## config.mk

```make
export PLATFORM = sky130hd
export DESIGN_NAME = thor2021_irq_acceptor_flat
export DESIGN_NICKNAME = d
export VERILOG_FILES = /design/src/rtl/thor2021_irq_acceptor_if.sv /design/src/rtl/thor2021_irq_acceptor.sv /design/src/flat_wrapper.sv
export SDC_FILE = /design/constraint.sdc
export NUM_CORES = 1
export LEC_CHECK = 0
export ABC_AREA = 1
export CORE_ASPECT_RATIO = 1.4
export CORE_UTILIZATION = 25
export DETAILED_ROUTE_END_ITERATION = 10
export PLACE_DENSITY = 0.54
export REMOVE_ABC_BUFFERS = 1
export SYNTH_ARGS = -nofsm -noshare
export SYNTH_HDL_FRONTEND = slang
export SYNTH_SLANG_ARGS = --single-unit
```

## constraint.sdc

```tcl
create_clock -name clk_i -period 2 [get_ports clk_i]
set_clock_uncertainty 0.1 [all_clocks]
set_input_delay 0.2 -clock clk_i [delete_from_list [all_inputs] [get_ports clk_i]]
set_output_delay 0.2 -clock clk_i [all_outputs]
set_load 0.05 [all_outputs]
```

## src/rtl/thor2021_irq_acceptor_if.sv

```systemverilog
// Signal bundle between the PIC/pipeline environment and the Thor2021 interrupt acceptor.
// The acceptor connects through the slave modport.
interface thor2021_irq_acceptor_if;
  logic [3:0] irq_i;
  logic [7:0] cause_i;
  logic       nmi_i;
  logic       bnd_i;
  logic       take_i;
  logic       rti_i;
  logic       im_wr_i;
  logic [3:0] im_dat_i;
  logic       req_o;
  logic [3:0] req_level_o;
  logic [7:0] req_cause_o;
  logic       req_nmi_o;
  logic [3:0] im_o;
  logic [4:0] depth_o;
  logic       ovf_o;

  modport master (
    output irq_i, cause_i, nmi_i, bnd_i, take_i, rti_i, im_wr_i, im_dat_i,
    input  req_o, req_level_o, req_cause_o, req_nmi_o, im_o, depth_o, ovf_o
  );

  modport slave (
    input  irq_i, cause_i, nmi_i, bnd_i, take_i, rti_i, im_wr_i, im_dat_i,
    output req_o, req_level_o, req_cause_o, req_nmi_o, im_o, depth_o, ovf_o
  );
endinterface

```

## src/rtl/thor2021_irq_acceptor.sv

```systemverilog
// CPU-side interrupt acceptor: filters and qualifies PIC requests, presents one request at an
// instruction boundary, and keeps a stack of prior mask levels for nested handlers.
module thor2021_irq_acceptor #(
  parameter int         pDepth    = 8,
  parameter logic [7:0] pNmiCause = 8'hFE
) (
  input logic                     clk_i,
  input logic                     rst_i,
  thor2021_irq_acceptor_if.slave  bus
);

  localparam int AW = $clog2(pDepth);

  typedef enum logic [1:0] {IDLE, PEND, REQ} state_t;

  state_t     state, state_nxt;
  logic       capture;

  logic [3:0] irq_p0;
  logic [7:0] cause_p0;
  logic       stab_p1;
  logic       nmi_prev, nmi_pend;

  logic [3:0] lvl_q;
  logic [7:0] cause_q;
  logic       nmi_q;

  logic [3:0] im;
  logic [4:0] depth;
  logic       ovf;
  logic       rti_def;
  logic [3:0] stk [pDepth];

  logic          full, empty, elig, keep, take_fire, pop_req;
  logic [AW-1:0] wr_idx, top_idx;

  assign full      = (depth == 5'(pDepth));
  assign empty     = (depth == 5'd0);
  assign elig      = stab_p1 && (irq_p0 != 4'd0) && (irq_p0 > im) && !full;
  assign keep      = nmi_q || (elig && (irq_p0 == lvl_q));
  assign take_fire = (state == REQ) && bus.take_i;
  assign pop_req   = bus.rti_i || rti_def;
  assign wr_idx    = depth[AW-1:0];
  assign top_idx   = AW'(depth - 5'd1);

  // Stage p0/p1: two matching samples of irq/cause make the filtered request valid
  always_ff @(posedge clk_i or negedge rst_i) begin
    if (!rst_i) begin
      irq_p0   <= '0;
      cause_p0 <= '0;
      stab_p1  <= 1'b0;
      nmi_prev <= 1'b0;
      nmi_pend <= 1'b0;
    end else begin
      irq_p0   <= bus.irq_i;
      cause_p0 <= bus.cause_i;
      stab_p1  <= (bus.irq_i == irq_p0) && (bus.cause_i == cause_p0);
      nmi_prev <= bus.nmi_i;
      // A fresh edge wins over the clear so an NMI arriving at take time is not lost
      if (bus.nmi_i && !nmi_prev)
        nmi_pend <= 1'b1;
      else if (take_fire && nmi_q)
        nmi_pend <= 1'b0;
    end
  end

  always_ff @(posedge clk_i or negedge rst_i) begin
    if (!rst_i) state <= IDLE;
    else        state <= state_nxt;
  end

  always_comb begin
    state_nxt = state;
    capture   = 1'b0;
    case (state)
      IDLE: if (nmi_pend || elig) begin
        capture   = 1'b1;
        state_nxt = PEND;
      end
      PEND: begin
        if (!keep)          state_nxt = IDLE;
        else if (bus.bnd_i) state_nxt = REQ;
      end
      REQ:     if (bus.take_i) state_nxt = IDLE;
      default: state_nxt = IDLE;
    endcase
  end

  // Captured request is frozen from capture until the take
  always_ff @(posedge clk_i or negedge rst_i) begin
    if (!rst_i) begin
      lvl_q   <= '0;
      cause_q <= '0;
      nmi_q   <= 1'b0;
    end else if (capture) begin
      if (nmi_pend) begin
        lvl_q   <= 4'hF;
        cause_q <= pNmiCause;
        nmi_q   <= 1'b1;
      end else begin
        lvl_q   <= irq_p0;
        cause_q <= cause_p0;
        nmi_q   <= 1'b0;
      end
    end
  end

  // A take and an RTI in the same cycle: the take wins and the pop is deferred one cycle
  always_ff @(posedge clk_i or negedge rst_i) begin
    if (!rst_i) begin
      im      <= 4'hF;
      depth   <= '0;
      ovf     <= 1'b0;
      rti_def <= 1'b0;
    end else if (take_fire) begin
      rti_def <= bus.rti_i;
      im      <= lvl_q;
      if (full) ovf   <= 1'b1;
      else      depth <= depth + 5'd1;
    end else begin
      rti_def <= rti_def && bus.rti_i;
      if (bus.im_wr_i) im <= bus.im_dat_i;
      if (pop_req) begin
        if (empty) begin
          ovf <= 1'b1;
        end else begin
          depth <= depth - 5'd1;
          if (!bus.im_wr_i) im <= stk[top_idx];
        end
      end
    end
  end

  always_ff @(posedge clk_i) begin
    if (take_fire && !full) stk[wr_idx] <= im;
  end

  assign bus.req_o       = (state == REQ);
  assign bus.req_level_o = lvl_q;
  assign bus.req_cause_o = cause_q;
  assign bus.req_nmi_o   = nmi_q;
  assign bus.im_o        = im;
  assign bus.depth_o     = depth;
  assign bus.ovf_o       = ovf;

endmodule

```

## src/flat_wrapper.sv

```systemverilog
// flat-port wrapper written by rule: the top's interface ports become plain ports
module thor2021_irq_acceptor_flat 
#(
  parameter int         pDepth    = 8,
  parameter logic [7:0] pNmiCause = 8'hFE
)
  (clk_i, rst_i, bus_irq_i, bus_cause_i, bus_nmi_i, bus_bnd_i, bus_take_i, bus_rti_i, bus_im_wr_i, bus_im_dat_i, bus_req_o, bus_req_level_o, bus_req_cause_o, bus_req_nmi_o, bus_im_o, bus_depth_o, bus_ovf_o);
  thor2021_irq_acceptor_if bus_i ();
  input logic clk_i;
  input logic rst_i;
  input wire logic [$bits(bus_i.irq_i)-1:0] bus_irq_i;
  input wire logic [$bits(bus_i.cause_i)-1:0] bus_cause_i;
  input wire logic [$bits(bus_i.nmi_i)-1:0] bus_nmi_i;
  input wire logic [$bits(bus_i.bnd_i)-1:0] bus_bnd_i;
  input wire logic [$bits(bus_i.take_i)-1:0] bus_take_i;
  input wire logic [$bits(bus_i.rti_i)-1:0] bus_rti_i;
  input wire logic [$bits(bus_i.im_wr_i)-1:0] bus_im_wr_i;
  input wire logic [$bits(bus_i.im_dat_i)-1:0] bus_im_dat_i;
  output wire logic [$bits(bus_i.req_o)-1:0] bus_req_o;
  output wire logic [$bits(bus_i.req_level_o)-1:0] bus_req_level_o;
  output wire logic [$bits(bus_i.req_cause_o)-1:0] bus_req_cause_o;
  output wire logic [$bits(bus_i.req_nmi_o)-1:0] bus_req_nmi_o;
  output wire logic [$bits(bus_i.im_o)-1:0] bus_im_o;
  output wire logic [$bits(bus_i.depth_o)-1:0] bus_depth_o;
  output wire logic [$bits(bus_i.ovf_o)-1:0] bus_ovf_o;
  assign bus_i.irq_i = bus_irq_i;
  assign bus_i.cause_i = bus_cause_i;
  assign bus_i.nmi_i = bus_nmi_i;
  assign bus_i.bnd_i = bus_bnd_i;
  assign bus_i.take_i = bus_take_i;
  assign bus_i.rti_i = bus_rti_i;
  assign bus_i.im_wr_i = bus_im_wr_i;
  assign bus_i.im_dat_i = bus_im_dat_i;
  assign bus_req_o = bus_i.req_o;
  assign bus_req_level_o = bus_i.req_level_o;
  assign bus_req_cause_o = bus_i.req_cause_o;
  assign bus_req_nmi_o = bus_i.req_nmi_o;
  assign bus_im_o = bus_i.im_o;
  assign bus_depth_o = bus_i.depth_o;
  assign bus_ovf_o = bus_i.ovf_o;
  thor2021_irq_acceptor #(.pDepth(pDepth), .pNmiCause(pNmiCause)) u_core (.clk_i(clk_i), .rst_i(rst_i), .bus(bus_i));
endmodule
```

## Word-level counts from Yosys, hierarchy flattened

Memory sizes are Yosys's and may differ from the RTL's.
Index checks and enable logic that the tools add are counted.

- Add/subtract/negate cells: 2
- Order comparisons: 1
- Eq/ne operators: 12
- Muxes and demuxes: 28
- Reduce and logical (&&, ||, !) cells: 24

Operator list:

| kind | count |
|---|---|
| two-way mux 4 bit | 6 |
| two-way mux 5 bit | 4 |
| two-way mux 1 bit | 12 |
| logical AND 1 bit | 10 |
| AND reduction 3 bit | 3 |
| equality test 4 bit | 2 |
| equality test 8 bit | 1 |
| two-way mux 2 bit | 4 |
| two-way mux 8 bit | 1 |
| inequality test 2 bit (second input constant) | 3 |
| one-hot mux 2 bit (3 select lines) | 1 |
| nonzero test 2 bit | 3 |
| adder 5 x 1 -> 5 bit (second input constant) | 1 |
| equality test 5 x 4 -> 1 bit (second input constant) | 1 |
| logical NOT 5 bit | 1 |
| subtractor 5 x 1 -> 5 bit (second input constant) | 1 |
| > comparator 4 bit | 1 |
| inequality test 2 x 1 -> 1 bit (second input constant) | 2 |
| nonzero test 4 bit | 1 |
| logical OR 1 bit | 3 |
| inequality test 3 bit (second input constant) | 1 |
| equality test 2 x 1 -> 1 bit (second input constant) | 1 |
| equality test 2 bit (second input constant) | 1 |
| logical NOT 1 bit | 2 |
| logical NOT 2 bit | 1 |

- Register bits: 41
- RAM bits: 32
- Bits of input ports: 23
- Logic and storage cells: 81
- Memories kept: 1

Memories:

| name | words | bits a word | read ports | clocked after memory_dff | wr ports | line | RTL |
|---|---|---|---|---|---|---|---|
| u_core.stk | 8 | 4 | 1 | 0 | 1 | thor2021_irq_acceptor.sv:32 | `logic [3:0] stk [pDepth];` |

## Logic depth before layout (Yosys ltp)

Gate-level depths: netlist of the first run.

- Depth in word-level cells: 8
- Depth in mapped cells: 15

## Worst setup path before layout of the first run

OpenSTA, ideal clock, no wires.

- Path type: reg-to-reg
- Start: register u_core.depth[0] (netlist: u_core.bus.depth_o[0])
- End: memory u_core.stk[6][0] (enable)
- Setup time: 0.361 ns
- Arrival time: 1.972 ns
- Required time: 1.539 ns
- Slack: -0.433 ns
- Cell stages (with the launch flop): 10
- Cell sequence: dfrtp_1 -> buf_4 -> inv_1 -> buf_4 -> ha_1 -> inv_1 -> nor2_1 -> nand2_2 -> nand3_1 -> nor3_1

- Cells in the longest elaborated chain, start to end: 5

RTL lines:

| element | line | RTL |
|---|---|---|
| start: declaration | thor2021_irq_acceptor.sv:29 | `logic [4:0] depth;` |
| start signal: assignment | thor2021_irq_acceptor.sv:119 | `else depth <= depth + 5'd1;` |
| start signal: assignment | thor2021_irq_acceptor.sv:127 | `depth <= depth - 5'd1;` |
| equality test 5 x 4 -> 1 bit | thor2021_irq_acceptor.sv:37 | `assign full = (depth == 5'(pDepth));` |
| logical NOT 1 bit | thor2021_irq_acceptor.sv:135 | `if (take_fire && !full) stk[wr_idx] <= im;` |
| logical AND 1 bit | thor2021_irq_acceptor.sv:135 |  |
| two-way mux 1 bit | thor2021_irq_acceptor.sv:135 |  |
| two-way mux 1 bit (implied by the code) | thor2021_irq_acceptor.sv:135 |  |
| end: declaration | thor2021_irq_acceptor.sv:32 |  |

Parallel ways exist; a longest one is shown, timed or not.

## Worst setup path in the final report of the first run

- Start: register u_core.lvl_q[2] (netlist: u_core.bus.req_level_o[2])
- End: output port bus_req_level_o[2]

RTL lines:

| element | line | RTL |
|---|---|---|
| start: declaration | thor2021_irq_acceptor.sv:24 | `logic [3:0] lvl_q;` |
| start signal: assignment | thor2021_irq_acceptor.sv:101 | `lvl_q <= irq_p0;` |
| end: declaration | flat_wrapper.sv:20 | `output wire logic [$bits(bus_i.req_level_o)-1:0] bus_req_level_o;` |

No word-level cell between the ends.

==> run metrics, run 1 <==
outcome complete, no violations; Comb pwr share 49.9%; RD Place Congestion 0.764; WP data required 1.70 ns; Switching Fraction 43.9%; antenna violations before repair 0; Clk pin slew, worst setup/hold paths 0.05 ns; syn_area_per_cell 9.95 µm²; register area share after synthesis 57.2%; CTS sink cnt 73; via count 2612; Pint 4.49 mW; Levels on crit path 1; Die ar. 14400 µm²; CP startpoint kind register; share of layout cells above drive strength 1 22.8%; Critical Path End Type output pin; DR WL/cell 13.5 µm; Switch Pwr 3.51 mW; Synth Flop Type dfrtp_1; top sig layer met4; top cell family by delay on the critical path buffers and inverters; CTS HTree Levels 3; wl on met1 3.36 mm; path depth of the worst reg2reg path 12; max_cap viols 0; number of global-route vias before repair 2655; Yosys reg bits 73; Slowest-stage cell, CP clkdlybuf4s50_1; Cell Pwr Density 1710 nW/µm²; nets 454; ranking of synthesized cells by area edfxtp_1 28%, dfrtp_1 27%, nand2_1 7.3%; Die H 142 µm; Yosys top cell area share 27.6%; Final Max Tran Viols 0; hold path depth 1; drt initial violations 98; Post-synth EDFFs 32; Hold Slack 0.231 ns; Netlist Area Pre-Place 3480 µm²; Clk Latency, worst-skew pair 0.33 ns; CP arrival 1.61 ns; synth warn 0; All-Layer GR Usage 12.4%; CP Class register to output pin; port buffer count 46; WL met3 520 µm; Mapped Cells 350; DRC viols 0; ANT cells 0; Slew @ Worst Pin 1.09 ns; GR Overflow Total 0; detailed placer's ending HPWL 5.83 mm; setup violators final 0; Area growth syn-to-layout 34.3%; first-pass GRT wire length 13.3 mm; worst path cell trace clkdlybuf4s50_1; num rows 50; DR pass1 iterations 7; share of async-settable or async-resettable flops after synthesis 56.2%; Initial Utilization 25.9%; drt total wl 8.22 mm; via density per instance 4.27; met2 WL 4.21 mm; Die Wd 102 µm; Core Area 13500 µm²; CTS tree yes; post-synth cell types 31; most frequent cells in the layout 60 x nand2_1, 46 x nor2_1, 37 x dfrtp_1; Tcrit/Tclk final 95.7%; sequential power share 28.4%; antenna-violating nets left 0; worst min-delay path class input pin to register; VDD IR-drop max 850 µV; max incr delay on CP 0.84 ns; most common cell after layout, fill and taps aside nand2_1; Slew headroom 27.3%; clk buf depth 2; final setup TNS 0 ns; clock share of power 21.6%; Max Freq 0.523 GHz; Final Hold Vio Count 0; Root Buffer clkbuf_16; Buf+Inv Stages, Crit Path 1; IO Pins 47; area leader, netlist edfxtp_1; fin crit period 1.91 ns; LEAKAGE 1.98 nW; worst-path maximum fanout 4; largest net degree at the start of global routing 42; TritonCTS buffer count 9
per-layer routing:
| layer | up-vias | track usage [%] |
|---|---|---|
| li1 | 1302 | - |
| met1 | 1234 | 13.9 |
| met2 | 66 | 21.1 |
| met3 | 10 | 4.73 |
| met4 | 0 | 4.58 |
| met5 | - | 0 |
layout make-up:
type                    instances  area, µm²
fillers                      1388       8770
flip-flops and latches         73       1990
multi-input cells             234       1370
repair buffers                 71        628
inverters                      35        136
well taps                     182        228
clock buffers                  10        239
clock inverters                 6       81.3
final timing paths:
kind | startpoint | endpoint | slack, ns
max in group asynchronous | rst_i | u_core.bus.im_o[0] | 1.05
worst min register to register | u_core.nmi_prev | u_core.nmi_pend | 0.32
min in group asynchronous | rst_i | u_core.nmi_prev | 0.37
worst max-delay path | u_core.bus.req_level_o[2] | bus_req_level_o[2] | 0.09
worst min-delay path | bus_nmi_i | u_core.nmi_prev | 0.23
worst max register to register | u_core.bus.im_o[1] | u_core.state[1] | 0.10
stage by stage:
step / cell area [µm²] / utilization (%) / power (mW) / setup WS (ns) / cells
final: 4680 / 34.8 / 7.99 / 0.0866 / 611
after global routing: 4680 / 34.8 / 8.53 / -0.0118 / 611
after CTS: 4570 / 34.0 / 7.90 / 0.0250 / 608
after detailed placement: 4240 / 31.5 / 6.11 / -0.0227 / 591
after global placement: 4240 / 31.5 / 6.05 / 0.00809 / 591
after floorplan: 3400 / - / 4.82 / -0.791 / 340
power by group through the flow:
stage	Clock [mW]	Combinational (mW)	Sequential, mW
3_3_place_gp	0	3.76	2.29
2_1_floorplan	0	1.64	3.18
4_1_cts	1.77	3.86	2.27
6_report	1.73	3.99	2.27
3_5_place_dp	0	3.82	2.29
5_1_grt	1.83	4.38	2.33
logic make-up after synthesis:
group,share of synthesized area (%)
flip-flops,57.2
AO/OA/AOI/OAI,9.60
AND/OR/NAND/NOR,19.7
adder cells (fa/ha/maj),2.52
XOR/XNOR,4.74
buffers and inverters,6.25
repair_timing:
action                                  CTS  global route
endpoints found under the setup margin   10            16
endpoints found under the hold margin    37             0
hold buffers                              1             0
pin swaps                                 0             5
setup buffers                             0             1
gates cloned                              0             2
resized for setup                         1            15
synth_stat cells, types with 3 or more instances:
library cell,n
inv_1,33
ha_1,7
nand4_1,3
nand3_1,16
buf_4,4
a21oi_1,5
edfxtp_1,32
o21ai_2,14
nand2_1,68
o211ai_1,7
xor2_1,4
dfrtp_1,37
nor2_1,46
dfstp_2,4
xnor2_1,13
nor3_1,5
o21ai_0,21
nand2_2,12
registers in the layout, summed over array words and instances, names as in the netlist:
signal and flops:
u_core.stk 32, u_core.bus.req_cause_o 8, u_core.cause_p0 8, u_core.bus.depth_o 5
u_core.bus.im_o 4, u_core.bus.req_level_o 4, u_core.irq_p0 4, u_core.state 2
u_core.bus.ovf_o 1, u_core.bus.req_nmi_o 1, u_core.nmi_pend 1, u_core.nmi_prev 1
u_core.rti_def 1, u_core.stab_p1 1
Power figures use the tool's default switching activity.
==> run 2, diff against run 1 <==
--- a/config.mk
+++ b/config.mk
@@ -6,6 +6,7 @@
 export NUM_CORES = 1
 export LEC_CHECK = 0
 export ABC_AREA = 1
+export ABC_CLOCK_PERIOD_IN_PS = 2000
 export CORE_ASPECT_RATIO = 1.4
 export CORE_UTILIZATION = 25
 export DETAILED_ROUTE_END_ITERATION = 10
==> results of run 2 <==
No change in the layout: final DEF, timing and power equal those of run 1.
